$ cat config.mk
export PLATFORM = sky130hd
export DESIGN_NAME = countdown_timer_flat
export DESIGN_NICKNAME = d
export VERILOG_FILES = /design/src/rtl/timer_pkg.sv /design/src/rtl/countdown_timer_if.sv /design/src/rtl/tick_prescaler.sv /design/src/rtl/countdown_timer.sv /design/src/flat_wrapper.sv
export SDC_FILE = /design/constraint.sdc
export NUM_CORES = 1
export LEC_CHECK = 0
export BUFFER_PORTS_ARGS = -buffer_cell sky130_fd_sc_hd__buf_2
export CELL_PAD_IN_SITES_DETAIL_PLACEMENT = 0
export CELL_PAD_IN_SITES_GLOBAL_PLACEMENT = 1
export CORE_UTILIZATION = 30
export DETAILED_ROUTE_END_ITERATION = 6
export GPL_TIMING_DRIVEN = 0
export HOLD_SLACK_MARGIN = 0.08
export PLACE_DENSITY = 0.66
export SLEW_MARGIN = 20
export SYNTH_ARGS = -nofsm -noshare
export SYNTH_HDL_FRONTEND = slang
export SYNTH_SLANG_ARGS = --single-unit
$ cat constraint.sdc
create_clock -name clk -period 3 [get_ports clk]
set_input_delay 0.75 -clock clk [delete_from_list [all_inputs] [get_ports clk]]
set_output_delay 0.75 -clock clk [all_outputs]
set_load 0.01 [all_outputs]
$ cat src/rtl/timer_pkg.sv
// Shared types and width defaults for the countdown timer.
// FSM state encoding lives here so the top and the bench agree on it.
package timer_pkg;

    localparam int STATE_W            = 2;
    localparam int DEF_DATA_WIDTH     = 32;
    localparam int DEF_PRESCALE_WIDTH = 8;

    typedef enum logic [STATE_W-1:0] {
        IDLE   = 2'd0,
        RUN    = 2'd1,
        PAUSED = 2'd2
    } state_e;

endpackage

$ cat src/rtl/countdown_timer_if.sv
// Control/status bundle between software-side logic and the timer.
// master drives controls, slave is the timer itself.
interface countdown_timer_if #(
    parameter int DATA_WIDTH     = timer_pkg::DEF_DATA_WIDTH,
    parameter int PRESCALE_WIDTH = timer_pkg::DEF_PRESCALE_WIDTH
);

    logic                      enable;
    logic                      load;
    logic [DATA_WIDTH-1:0]     load_value;
    logic                      start;
    logic                      stop;
    logic                      auto_reload;
    logic [PRESCALE_WIDTH-1:0] prescale;
    logic                      irq_ack;
    logic [DATA_WIDTH-1:0]     count_out;
    logic                      running;
    logic                      expired;
    logic                      irq;

    modport master (
        output enable, load, load_value, start, stop,
        output auto_reload, prescale, irq_ack,
        input  count_out, running, expired, irq
    );

    modport slave (
        input  enable, load, load_value, start, stop,
        input  auto_reload, prescale, irq_ack,
        output count_out, running, expired, irq
    );

endinterface

$ cat src/rtl/tick_prescaler.sv
// Divides enabled cycles by prescale+1; used only with
// COUNTDOWN_TIMER_PRESCALER_EN defined.
module tick_prescaler #(
    parameter int PRESCALE_WIDTH = 8
) (
    input  logic                      clk,
    input  logic                      rst,
    input  logic                      enable,
    input  logic                      clear,
    input  logic [PRESCALE_WIDTH-1:0] prescale,
    output logic                      tick
);

    logic [PRESCALE_WIDTH-1:0] cnt_q, cnt_d;

    // >= keeps the divider sane if prescale shrinks mid-count
    assign tick = enable & ~clear & (cnt_q >= prescale);

    always_comb begin
        cnt_d = cnt_q;
        if (clear) begin
            cnt_d = '0;
        end else if (enable) begin
            cnt_d = tick ? '0 : cnt_q + PRESCALE_WIDTH'(1);
        end
    end

    always_ff @(posedge clk or negedge rst) begin
        if (!rst) cnt_q <= '0;
        else      cnt_q <= cnt_d;
    end

endmodule

$ cat src/rtl/countdown_timer.sv
// Programmable down-counting timer with one-shot/auto-reload and sticky irq.
// Optional tick prescaler: define COUNTDOWN_TIMER_PRESCALER_EN.
module countdown_timer
    import timer_pkg::*;
#(
    parameter int DATA_WIDTH     = DEF_DATA_WIDTH,
    parameter int PRESCALE_WIDTH = DEF_PRESCALE_WIDTH
) (
    input  logic             clk,
    input  logic             rst,
    countdown_timer_if.slave tif
);

    state_e                state_q, state_d;
    logic [DATA_WIDTH-1:0] count_q, count_d;
    logic [DATA_WIDTH-1:0] reload_q, reload_d;
    logic                  expired_q, expired_d;
    logic                  irq_q, irq_d;
    logic [DATA_WIDTH-1:0] eff_count;
    logic                  tick;

`ifdef COUNTDOWN_TIMER_PRESCALER_EN
    logic pre_clear;
    assign pre_clear = tif.stop | ((state_q == IDLE) & tif.start);

    tick_prescaler #(
        .PRESCALE_WIDTH (PRESCALE_WIDTH)
    ) u_prescaler (
        .clk      (clk),
        .rst      (rst),
        .enable   (tif.enable),
        .clear    (pre_clear),
        .prescale (tif.prescale),
        .tick     (tick)
    );
`else
    logic unused_prescale;
    assign unused_prescale = ^tif.prescale;
    assign tick            = tif.enable;
`endif

    assign eff_count = tif.load ? tif.load_value : count_q;

    always_comb begin
        state_d   = state_q;
        count_d   = count_q;
        reload_d  = reload_q;
        expired_d = 1'b0;
        irq_d     = irq_q & ~tif.irq_ack;
        unique case (state_q)
            IDLE: begin
                if (tif.load) begin
                    reload_d = tif.load_value;
                    count_d  = tif.load_value;
                end
                if (tif.start && !tif.stop && eff_count != '0)
                    state_d = RUN;
            end
            RUN: begin
                if (tif.load) reload_d = tif.load_value;
                if (tif.stop) begin
                    state_d = PAUSED;
                end else if (tick) begin
                    if (count_q == DATA_WIDTH'(1)) begin
                        expired_d = 1'b1;
                        irq_d     = 1'b1;
                        if (tif.auto_reload && reload_q != '0) begin
                            count_d = reload_q;
                        end else begin
                            count_d = '0;
                            state_d = IDLE;
                        end
                    end else if (count_q != '0) begin
                        count_d = count_q - DATA_WIDTH'(1);
                    end
                end
            end
            PAUSED: begin
                if (tif.load) reload_d = tif.load_value;
                if (tif.stop) begin
                    state_d = IDLE;
                    count_d = reload_q;
                end else if (tif.start) begin
                    state_d = RUN;
                end
            end
            default: state_d = IDLE;
        endcase
    end

    always_ff @(posedge clk or negedge rst) begin
        if (!rst) begin
            state_q   <= IDLE;
            count_q   <= '0;
            reload_q  <= '0;
            expired_q <= 1'b0;
            irq_q     <= 1'b0;
        end else begin
            state_q   <= state_d;
            count_q   <= count_d;
            reload_q  <= reload_d;
            expired_q <= expired_d;
            irq_q     <= irq_d;
        end
    end

    assign tif.count_out = count_q;
    assign tif.running   = (state_q == RUN);
    assign tif.expired   = expired_q;
    assign tif.irq       = irq_q;

endmodule
$ cat src/flat_wrapper.sv
// flat-port wrapper written by rule: the top's interface ports become plain ports
module countdown_timer_flat import timer_pkg::*;
#(
    parameter int DATA_WIDTH     = DEF_DATA_WIDTH,
    parameter int PRESCALE_WIDTH = DEF_PRESCALE_WIDTH
)
  (clk, rst, tif_enable, tif_load, tif_load_value, tif_start, tif_stop, tif_auto_reload, tif_prescale, tif_irq_ack, tif_count_out, tif_running, tif_expired, tif_irq);
  countdown_timer_if #(.DATA_WIDTH(DATA_WIDTH), .PRESCALE_WIDTH(PRESCALE_WIDTH)) tif_i ();
  input  logic clk;
  input  logic rst;
  input wire logic [$bits(tif_i.enable)-1:0] tif_enable;
  input wire logic [$bits(tif_i.load)-1:0] tif_load;
  input wire logic [$bits(tif_i.load_value)-1:0] tif_load_value;
  input wire logic [$bits(tif_i.start)-1:0] tif_start;
  input wire logic [$bits(tif_i.stop)-1:0] tif_stop;
  input wire logic [$bits(tif_i.auto_reload)-1:0] tif_auto_reload;
  input wire logic [$bits(tif_i.prescale)-1:0] tif_prescale;
  input wire logic [$bits(tif_i.irq_ack)-1:0] tif_irq_ack;
  output wire logic [$bits(tif_i.count_out)-1:0] tif_count_out;
  output wire logic [$bits(tif_i.running)-1:0] tif_running;
  output wire logic [$bits(tif_i.expired)-1:0] tif_expired;
  output wire logic [$bits(tif_i.irq)-1:0] tif_irq;
  assign tif_i.enable = tif_enable;
  assign tif_i.load = tif_load;
  assign tif_i.load_value = tif_load_value;
  assign tif_i.start = tif_start;
  assign tif_i.stop = tif_stop;
  assign tif_i.auto_reload = tif_auto_reload;
  assign tif_i.prescale = tif_prescale;
  assign tif_i.irq_ack = tif_irq_ack;
  assign tif_count_out = tif_i.count_out;
  assign tif_running = tif_i.running;
  assign tif_expired = tif_i.expired;
  assign tif_irq = tif_i.irq;
  countdown_timer #(.DATA_WIDTH(DATA_WIDTH), .PRESCALE_WIDTH(PRESCALE_WIDTH)) u_core (.clk(clk), .rst(rst), .tif(tif_i));
endmodule
Word level (Yosys, flattened, before mapping) --
Cells that the tools add are included. Widths: inputs -> output; s select.
Word-level totals: register bits 68, output and inout port bits 35, input bits 48, logic and storage cells 57
Operators by class: mux-type cells 24, add/subtract/negate cells 1, equal/unequal tests 12, reductions and logical operators 13, bitwise gates (word level) 2
Operators by type and width (count):
- $mux 32 | 7
- $pmux 32 s3 | 1
- $reduce_bool 32->1 | 3
- $eq 32x1->1 const B | 1
- $sub 32x1->32 const B | 1
- $mux 2 | 7
- $reduce_and 5->1 | 2
- $ne 3x3->1 const B | 3
- $mux 1 | 8
- $ne 2x2->1 const B | 3
- $pmux 2 s3 | 1
- $logic_and 1x1->1 | 3
- $ne 3x1->1 const B | 1
- $ne 3x2->1 const B | 1
- $reduce_bool 3->1 | 1
- $reduce_or 3->1 | 1
- $eq 2x1->1 const B | 1
- $eq 2x2->1 const B | 1
- $logic_not 2->1 | 1
- $ne 2x1->1 const B | 1
- $reduce_and 2->1 | 1
- $and 1x1->1 | 1
- $logic_not 1->1 | 1
- $not 1->1 | 1

Logic depth before layout (Yosys ltp) --
depth after elaboration 7, gate-level depth with buffers 11, gate-level depth less buffers 8

Worst setup path before layout --
Ideal clock, no wire load.
path kind register to register, from register u_core.count_q[16], in the netlist u_core.tif.count_out[16], to register u_core.count_q[7], in the netlist u_core.tif.count_out[7], path buffers 3, setup time 131 ps, data required time 2869 ps, period minus slack after synthesis 2545 ps, cell stages (with the launch flop) 10, data arrival time 2415 ps, slack 455 ps, path through dfrtp_1 -> buf_6 -> or4_4 -> or4b_4 -> nor3_4 -> buf_4 -> nor2_2 -> buf_6 -> a221oi_1 -> nor3_1
Between the ends: cells in the longest elaborated chain, start to end 5, elaborated cells between the ends (all ways) 8, classes of those cells eq/ne (2); mux (4); reduce/logical (2)
RTL lines:
- start, declared | line countdown_timer.sv:15 | logic [DATA_WIDTH-1:0] count_q, count_d;
- start signal, assigned | line countdown_timer.sv:100 | count_q <= count_d;
- $eq 32x1->1 | line countdown_timer.sv:64 | if (count_q == DATA_WIDTH'(1)) begin
- $mux 32 | line countdown_timer.sv:64
- $mux 32 | line countdown_timer.sv:63 | end else if (tick) begin
- $mux 32 | line countdown_timer.sv:61 | if (tif.stop) begin
- $pmux 32 s3 | line countdown_timer.sv:50 | unique case (state_q)
Several ways; a longest one is shown, not always the timed one. The select of a mux whose other input is x is not followed. A chain may end at the register's enable or synchronous reset.

Final worst setup path --
from register u_core.state_q[0], to register u_core.count_q[25], in the netlist u_core.tif.count_out[25]
Between the ends: cells in the longest elaborated chain, start to end 3, elaborated cells between the ends (all ways) 10, classes of those cells eq/ne (6); mux (1); reduce/logical (3)
RTL lines:
- start, declared | line countdown_timer.sv:14 | state_e state_q, state_d;
- start signal, assigned | line countdown_timer.sv:99 | state_q <= state_d;
- $eq 2x1->1 (tied with other cells) | line countdown_timer.sv:50
- $ne 3x1->1 (no source line) (tied with other cells)
- $reduce_and 5->1 (no source line)
Several ways; a longest one is shown, not always the timed one.

==> impl_metrics.yaml <==
route:
  drc: 0
  viasPerCell: 5.82
  drtAntennaViolNets: 0
  drt-wirelength-per-cell_um: 21.9
  drt_wl_total_mm: 15.5
  drtPass1Iterations: 5
  num_vias: 4115
  drtIter0Drc: 386
worst_setup_path:
  crit_end: "u_core.tif.count_out[25]"
  cp_max_fo: 10
  r2r_start: "u_core.state_q[0]"
  r2r_end: "u_core.tif.count_out[25]"
  startpoint_type: "flop"
  timing.critical_path.to_type: "flop"
  path_class: "flop to flop"
  cp.arrival_ns: 3.10
  reg2regPathDepth: 10
  required_ns: 3.22
  cp-startpoint: "u_core.state_q[0]"
  r2r_slack_ns: 0.12
floorplanning:
  dieArea_sq_mm: 0.0145
  coreArea_sq_mm: 0.0135
  die_y_um: 120
  ios: 83
  fp.dieW_um: 120
  fp-row-count: 42
  start_util: 0.312
synthesis:
  synth-adder-area-share: 0.0209
  ys_warn_count: 0
  synth_compound_area_frac: 0.173
  synth_area_leader_cell: "dfrtp_1"
  synth.distinct_cells: 53
  netlist_instances: 437
  yosys.area_share.simple: 0.214
  syn_area_per_cell_sq_um: 9.61
  async_reset_ff_frac: 1.00
  synth_top_area_share: 0.405
  synthTopCellsByArea: "dfrtp_1 (41%), mux2_2 (8.6%), a221oi_1 (5.0%)"
  synth_xor_area_frac: 0.0438
  ys_dominant_reg_cell: "dfrtp_1"
  synthMuxAreaShare: 0.0956
  synth_top_family_by_area: "simple AND/OR/NAND/NOR gates"
  yosysSeqAreaShare: 0.405
  synth_edf_count: 0
  synthesis.area_sq_mm: 0.00420
  syn_nets: 492
  ys_ff_latch: 68
clock_network:
  cts-buffers-inserted: 9
  clock_insertion_delay_worst_skew_ns: 0.35
  cts.clk_slew.worst_paths_ns: 0.05
  cts_tree: "yes"
  cts_root_buffer: "clkbuf_16"
  ctsHoldBuffers: 0
  clockBufferDepth: 2
  h-tree-depth: 3
  cts.sinks: 68
power:
  power.density_mw_per_mm2: 1160
  vdd_drop_max_mv: 0.382
  power.leakage_nw: 2.12
  power_mw: 6.00
timing:
  fmax_ghz: 0.348
  fin_setup_tns_ns: 0
  setup_viol: 0
  finalCritPeriodShare: 0.959
  min_period_ns: 2.88
  slew_headroom: 0.422
  finalHoldViolations: 0
  tightest_slew_ns: 0.866
  fin_skew_ns: 0.00613
  rsz0062_at_grt: "false"
  drv_slew: 0
grt:
  overflow: 0
  grtUsageTotal: 0.222
  grt_pass1_wl_mm: 23.7
  grt_max_degree: 42
  grt_pass1_vias: 3978
  antenna_found_initial: 0
cells_and_area:
  fin_nets: 581
  syn2layout_area_growth_pct: 23.4
  fillers: 1401
  final_cell_mix: "buf_2 (76), dfrtp_1 (68), nor2_1 (46), mux2_2 (32), nor4_1 (29)"
  final_area_sq_mm: 0.00518
  drive_above_1_share: 0.303
  fin_util: 0.385
  antenna_cells: 0
  final_common_cell: "buf_2"
  instances_no_fill: 707
status:
  status: "complete, no violations"
placement:
  io_buffers: 74
  place_area_sq_mm: 0.00481
  dp.cells: 688
  gp_congestion: 0.866
  dpl.hpwl_mm: 11.3
worst_hold_path:
  hp-class: "input pin to async pin"
job:
  max-cap-violations: 0
==> area by class of cell <==
class	count	area [sq um]	area share
inverter	11	41.3	0.00797
multi-input combinational	327	2330	0.451
clock buffer	16	302	0.0582
sequential	68	1700	0.328
buffer	31	166	0.0321
timing repair buffer	78	415	0.0802
tap	176	220	0.0425
==> layer usage <==
layer / share of wire / GRT usage
met1: 0.45 / 0.314
met2: 0.45 / 0.328
met3: 0.075 / 0.0420
met4: 0.025 / 0.0995
met5: 0 / 0
==> worst min path at each step <==
stage | from | end | cells after the start
2_1_floorplan | rst | u_core.reload_q[0] | 0
3_3_place_gp | u_core.tif.irq | u_core.tif.irq | 2
3_5_place_dp | u_core.reload_q[21] | u_core.reload_q[21] | 1
4_1_cts | rst | u_core.reload_q[7] | 1
5_1_grt | rst | u_core.reload_q[7] | 1
6_report | rst | u_core.reload_q[7] | 1
==> sequential cells by signal, indices dropped and copies added, names as in the netlist <==
name / flops
u_core.reload_q: 32
u_core.tif.count_out: 32
u_core.state_q: 2
u_core.tif.expired: 1
u_core.tif.irq: 1
==> kinds of logic after synthesis <==
family,Yosys count
and+or+nand+nor,163
AOI/OAI and AO/OA,100
DFF,68
buffers and inverters,42
muxes,36
xor gates and xnor gates,21
adders and majority gates,7
==> cell usage after synthesis (4+ instances only) <==
cell,number
xor2_1,17
mux2_2,32
nor4_1,31
nand3_1,4
buf_4,4
nor2_1,46
or2_2,4
or4_1,6
a21oi_1,20
o32ai_1,4
nand4_1,7
o21ai_0,10
clkbuf_1,17
o22ai_1,22
a221oi_1,24
dfrtp_1,68
nand2_1,15
nor3_1,18
o31ai_1,4
buf_1,4
inv_1,11
ha_1,7
xnor2_1,4
or3_1,10
nand2b_1,4
==> metrics by stage <==
step | worst slack (ns) | hold slack [ns]
floorplan | 0.455 | 0.454
global placement | -0.282 | 0.524
detailed placement | -0.262 | 0.534
CTS | 0.0397 | 0.335
global route | 0.00579 | 0.355
finish | 0.124 | 0.328
==> what timing repair did <==
action,4_1_cts,5_1_grt
setup endpoints to repair,20,24
endpoints found under the hold margin,0,0
buffers inserted,0,3
gates resized for setup,4,12
pin swaps,0,1
==> where the power goes <==
part | switching (mW) | internal [mW] | total, mW | leakage (nW)
Sequential | 0.549 | 1.29 | 1.84 | 0.796
Clock | 0.396 | 0.673 | 1.07 | 0.149
Combinational | 1.87 | 1.23 | 3.10 | 1.17
==> critical path: stages (launching register included) <==
cell	delay, ns
dfrtp_1	0.40
inv_1	0.08
ha_1	0.19
clkbuf_1	0.20
o32ai_1	0.55
o31a_1	0.40
nand2_2	0.14
buf_4	0.22
buf_2	0.22
a221oi_1	0.25
nor2_1	0.08
Note: power is estimated with default switching activity, not from simulation.
